## config.mk

```make
export PLATFORM = sky130hd
export DESIGN_NAME = branch_target_buffer
export DESIGN_NICKNAME = d
export VERILOG_FILES = /design/src/rtl/cpu_types_pkg.sv /design/src/rtl/sat_counter.sv /design/src/rtl/branch_target_buffer.sv
export SDC_FILE = /design/constraint.sdc
export NUM_CORES = 2
export LEC_CHECK = 0
export BUFFER_PORTS_ARGS = -buffer_cell sky130_fd_sc_hd__buf_2
export CORE_MARGIN = 1
export CORE_UTILIZATION = 55
export DETAILED_ROUTE_END_ITERATION = 10
export PLACE_DENSITY = 0.78
export SETUP_SLACK_MARGIN = 0.5
export SYNTH_ARGS = -nofsm -noshare
export SYNTH_HDL_FRONTEND = slang
export SYNTH_HIERARCHICAL = 1
export SYNTH_SLANG_ARGS = --single-unit
```

## constraint.sdc

```tcl
create_clock -name CLK -period 8.9 [get_ports CLK]
set_clock_uncertainty 0.1 [all_clocks]
set_input_delay 1.335 -clock CLK [delete_from_list [all_inputs] [get_ports CLK]]
set_output_delay 1.335 -clock CLK [all_outputs]
set_load 0.05 [all_outputs]
```

## src/rtl/cpu_types_pkg.sv

```systemverilog
// Shared CPU datapath types plus the branch-target-buffer counter encodings.
// The counter constants are given for a 2-bit counter.
package cpu_types_pkg;

   typedef logic [31:0] word_t;

   localparam logic [1:0] BTB_WEAK_NT = 2'b01;
   localparam logic [1:0] BTB_WEAK_T  = 2'b10;

   typedef enum logic [1:0] {
      CTR_HOLD = 2'b00,
      CTR_INC  = 2'b01,
      CTR_DEC  = 2'b10
   } ctr_op_e;

endpackage

```

## src/rtl/sat_counter.sv

```systemverilog
// Next-value logic for one saturating direction counter.
// The counter register itself belongs to the owning table entry.
module sat_counter
   import cpu_types_pkg::*;
#(
   parameter int W = 2
) (
   input  logic [W-1:0] i_ctr,
   input  ctr_op_e      i_op,
   output logic [W-1:0] o_next
);

   always_comb begin
      o_next = i_ctr;
      case (i_op)
         CTR_INC: if (i_ctr != {W{1'b1}}) o_next = i_ctr + W'(1);
         CTR_DEC: if (i_ctr != {W{1'b0}}) o_next = i_ctr - W'(1);
         default: o_next = i_ctr;
      endcase
   end

endmodule

```

## src/rtl/branch_target_buffer.sv

```systemverilog
// Direct-mapped branch target buffer with per-entry saturating direction counters.
// Lookup is combinational from the flop table; updates land on the next clock edge.
module branch_target_buffer
   import cpu_types_pkg::*;
#(
   parameter int ENTRIES  = 16,
   parameter int CTR_W    = 2,
   parameter bit ALLOC_NT = 1'b0
) (
   input  logic        CLK,
   input  logic        nRST,
   input  logic [31:0] curr_pc,
   output logic        pred_hit,
   output logic        pred_taken,
   output logic [31:0] pred_target,
   input  logic        upd_en,
   input  logic [31:0] upd_pc,
   input  logic        upd_taken,
   input  logic [31:0] upd_target,
   input  logic        flush
);

   localparam int IDX_W = $clog2(ENTRIES);
   localparam int TAG_W = 30 - IDX_W;

   // Weak-taken is the MSB alone; weak-not-taken is every bit below it.
   localparam int unsigned WEAK_T_I = 1 << (CTR_W - 1);
   localparam int unsigned WEAK_NT_I = WEAK_T_I - 1;
   localparam logic [CTR_W-1:0] WEAK_T  = WEAK_T_I[CTR_W-1:0];
   localparam logic [CTR_W-1:0] WEAK_NT = WEAK_NT_I[CTR_W-1:0];

   typedef struct packed {
      logic             valid;
      logic [TAG_W-1:0] tag;
      word_t            target;
      logic [CTR_W-1:0] ctr;
   } entry_t;

   entry_t           w_entries [ENTRIES];
   logic [IDX_W-1:0] w_upd_idx;
   logic [TAG_W-1:0] w_upd_tag;
   logic [IDX_W-1:0] w_cur_idx;
   logic [TAG_W-1:0] w_cur_tag;
   entry_t           w_look;
   logic             w_unused;

   assign w_upd_idx = upd_pc[IDX_W+1:2];
   assign w_upd_tag = upd_pc[31:IDX_W+2];
   assign w_cur_idx = curr_pc[IDX_W+1:2];
   assign w_cur_tag = curr_pc[31:IDX_W+2];
   assign w_unused  = ^{curr_pc[1:0], upd_pc[1:0]};

   genvar gi;
   generate
      for (gi = 0; gi < ENTRIES; gi++) begin : g_entry
         entry_t           r_entry;
         logic             w_sel;
         logic             w_uhit;
         ctr_op_e          w_op;
         logic [CTR_W-1:0] w_ctr_next;

         assign w_sel  = upd_en && !flush && (w_upd_idx == IDX_W'(gi));
         assign w_uhit = r_entry.valid && (r_entry.tag == w_upd_tag);
         assign w_op   = upd_taken ? CTR_INC : CTR_DEC;

         sat_counter #(.W(CTR_W)) u_ctr (
            .i_ctr  (r_entry.ctr),
            .i_op   (w_op),
            .o_next (w_ctr_next)
         );

         always_ff @(posedge CLK or negedge nRST) begin
            if (!nRST) begin
               r_entry.valid  <= 1'b0;
               r_entry.tag    <= '0;
               r_entry.target <= '0;
               r_entry.ctr    <= WEAK_NT;
            end else if (flush) begin
               // Only validity is cleared; stale contents are harmless once invalid.
               r_entry.valid <= 1'b0;
            end else if (w_sel) begin
               if (w_uhit) begin
                  r_entry.ctr <= w_ctr_next;
                  if (upd_taken) r_entry.target <= upd_target;
               end else if (upd_taken || ALLOC_NT) begin
                  r_entry.valid  <= 1'b1;
                  r_entry.tag    <= w_upd_tag;
                  r_entry.target <= upd_target;
                  r_entry.ctr    <= upd_taken ? WEAK_T : WEAK_NT;
               end
            end
         end

         assign w_entries[gi] = r_entry;
      end
   endgenerate

   assign w_look      = w_entries[w_cur_idx];
   assign pred_hit    = w_look.valid && (w_look.tag == w_cur_tag);
   assign pred_taken  = pred_hit && w_look.ctr[CTR_W-1];
   assign pred_target = pred_hit ? w_look.target : 32'h0;

endmodule

```

==> impl_results.md <==
* Die ar. at 93900 µm²
* Post-synth EDFFs at 0
* Largest net degree at the start of global routing at 171
* Distinct cells, synth at 57
* CP bufs+invs at 4
* Tmin final at 7160 ps
* Worst slew pin tran at 1340 ps
* Via count at 31.5k
* Ys Warns at 6
* DRC violations left at 0
* RSZ-0062 raised after global routing: no
* TNS Setup at 0 ps
* Initial DRC count at 2896
* Reg with most FFs: g_entry.r_entry
* Flop2flop setup slack at 5230 ps
* Post-DR wirelength/cell at 27.6 µm
* CP Launch Type: primary input
* Biggest regs: g_entry.r_entry (976)
* WS Path Type: in -> out
* CTS sink cnt at 976
* CP Launch Point: curr_pc[3]
* Setup repair bufs after CTS at 0
* Area added between synthesis and finish at 9.75%
* Crit path largest cell delay at 940 ps
* DIE HEIGHT at 306 µm
* Leakage dissipation at 0.0253 µW
* Worst skew pair latency at 700 ps
* CTS Hold Bufs at 0
* # port buffers at 130
* Total of max-cap violations at 0
* CTS max path bufs at 3
* Num rows at 111
* IO Pins at 135
* Yosys reg bits at 976
* Cell area after placement at 52500 µm²
* GRT Total Usage at 0.297
* Min-Delay Path Class: reg -> reg
* Core area at 91800 µm²
* Post-DP HPWL at 88900 µm
* Syn Std Cell Area at 51000 µm²
* Pwr Total at 11600 µW
* Critical-path cell list: buf_6 > buf_4 > mux4_2 > mux2i_1 > mux2i_1 > xnor2_1 > nand4_1 > or4_2 > buf_4 > nor3b_1 > buf_2
* Origin of the critical flop-to-flop path: g_entry[1].r_entry[42]
* TritonRoute pass-1 iters at 5
* Post-synthesis async set-or-reset flop share at 1.00
* CTS H-Tree Depth at 3
* Design area at 56000 µm²
* Grt total ovfl at 0
* Synth Flop Type: dfrtp_1
* Req. time, crit path at 7470 ps
* Routability congestion estimate at 0.995
* Initial antenna violation count at 18
* Vias in the first global route at 31.7k
* R2R depth at 6
* Final Slew Violations at 0
* Top Family by Delay on Critical Path: buffers and inverters
* CTS root buf: clkbuf_16
* Resize count post-CTS at 0
* Fin nets at 3783
* Final ANT Viol Nets at 0
* Crit. End Element: output port
* Clk pin slew, worst setup/hold paths at 60 ps
* Period utilization at 0.804
* Flip-flop count of the largest register after layout at 976
* Power Density at 207 nW/µm²
* First-pass GRT wire length at 207000 µm
* Worst Setup EP: pred_target[1]
* Die width at 306 µm
* Critical path depth at 11
* Max-Slew Margin vs Limit at 0.100
* Sequential area share after synthesis at 0.479
* Syn avg cell area at 13.9 µm²
* Status: completed
* Max Fanout on Critical Path at 65
* Total length of routed wires at 138000 µm
* Critical path arrival at 5720 ps
* TritonCTS clock tree: done
* Setup violators final at 0
* DR vias/cell at 6.32
* Total CTS buffers at 101
* FMAX at 140 MHz
* Critical-path top delay cell: or4_2
* R2r endpoint: g_entry[1].r_entry[57]
* Peak VDD IR at 0.192 mV
* Share of cells above drive strength 1 at 0.435
* Synth Instances at 3666
* Final Hold Fails at 0
* Starting Density at 0.555
* Syn Nets at 3799
layout make-up:
type | count | area [µm²]
sequential | 976 | 24400
inverter | 86 | 325
clock buffer | 161 | 3080
clock inverter | 27 | 338
antenna | 11 | 27.5
fill | 6846 | 35800
multi-input combinational | 2293 | 25000
timing repair buffer | 192 | 1220
tap | 1243 | 1560
worst register-to-register path: cells and delay by family (launching register included):
family	cells	cell delay, ps
flops	1	400
xor+xnor	1	240
mux	1	450
simple gates	4	2350
cell usage in the layout (no fill, tap or decap), types with 7 or more instances in the layout:
| cell type | count |
|---|---|
| clkbuf_16 | 103 |
| mux2_2 | 928 |
| nand2b_1 | 7 |
| nor2b_1 | 10 |
| mux2i_1 | 70 |
| clkbuf_8 | 28 |
| o22ai_1 | 14 |
| ha_1 | 32 |
| nor2_1 | 40 |
| nand3b_1 | 15 |
| or3_1 | 7 |
| or4_1 | 9 |
| buf_4 | 58 |
| nor4_1 | 54 |
| a22oi_1 | 21 |
| mux4_2 | 266 |
| xor2_1 | 209 |
| nor3_1 | 17 |
| buf_2 | 125 |
| nand4_1 | 73 |
| clkinv_2 | 15 |
| nor2_4 | 13 |
| a21oi_1 | 43 |
| o21ai_1 | 14 |
| a21o_1 | 17 |
| nor3b_2 | 29 |
| xnor2_1 | 232 |
| diode_2 | 11 |
| inv_1 | 84 |
| dfstp_2 | 16 |
| and2_1 | 8 |
| nand2_1 | 44 |
| o21ai_0 | 39 |
| clkbuf_1 | 30 |
| dfrtp_1 | 960 |
| nand3_1 | 29 |
synthesized netlist by cell type, types with 17 or more instances:
library cell,n,area share
buf_4,18,0.0026
a22oi_1,21,0.0031
nand3_1,32,0.0031
ha_1,32,0.0079
mux4_2,266,0.12
nand2_1,46,0.0034
mux2_2,928,0.20
clkbuf_1,151,0.011
nor4_1,54,0.0066
a21o_1,17,0.0025
dfrtp_1,960,0.47
buf_2,111,0.011
inv_1,84,0.0062
mux2i_1,70,0.014
nor2_1,53,0.0039
buf_1,23,0.0017
xor2_1,209,0.036
nand4_1,73,0.0090
o21ai_0,39,0.0038
nor3_1,23,0.0023
xnor2_1,232,0.040
nor3b_2,29,0.0071
a21oi_1,43,0.0042
metal layers:
metal  global-route usage  share of wire  vias to the layer above
met4                0.159          0.058                       10
met3               0.0542          0.079                      325
met1                0.400           0.39                    16668
li1                     -              -                    13355
met2                0.462           0.47                     1184
met5                    0        0.00041                        -
worst min path at each step:
stage	to	slack [ps]	from	cells past startpoint
2_1_floorplan	g_entry[3].r_entry[0]	360	g_entry[3].r_entry[0]	2
3_3_place_gp	g_entry[5].r_entry[0]	370	g_entry[5].r_entry[0]	2
3_5_place_dp	g_entry[5].r_entry[0]	390	g_entry[5].r_entry[0]	2
4_1_cts	g_entry[0].r_entry[0]	400	g_entry[0].r_entry[0]	2
5_1_grt	g_entry[5].r_entry[24]	410	g_entry[5].r_entry[24]	1
6_report	g_entry[5].r_entry[0]	390	g_entry[5].r_entry[0]	2
report_power, final:
part           leakage [µW]  switching (µW)  total (µW)  internal, µW
clock               0.00169            1820        4340          2520
sequential           0.0130             411        5390          4980
combinational        0.0106             884        1860           974
total                0.0253            3120       11600          8470
kinds of logic after synthesis:
family,synth area share
mux,0.336
flops,0.479
xor+xnor,0.0757
buf+inv,0.0344
simple gates,0.0459
compound gates,0.0206
fa+ha+maj,0.00785
metrics by stage:
stage	std cells	hold WS [ps]	setup WS, ps	utilization
after floorplan	3666	362	2810	-
after global placement	4790	375	1880	0.572
after detailed placement	4790	386	1790	0.572
after CTS	4978	398	1770	0.609
after global routing	4982	412	1600	0.609
final	4989	391	1740	0.610
Power figures use the tool's default switching activity.
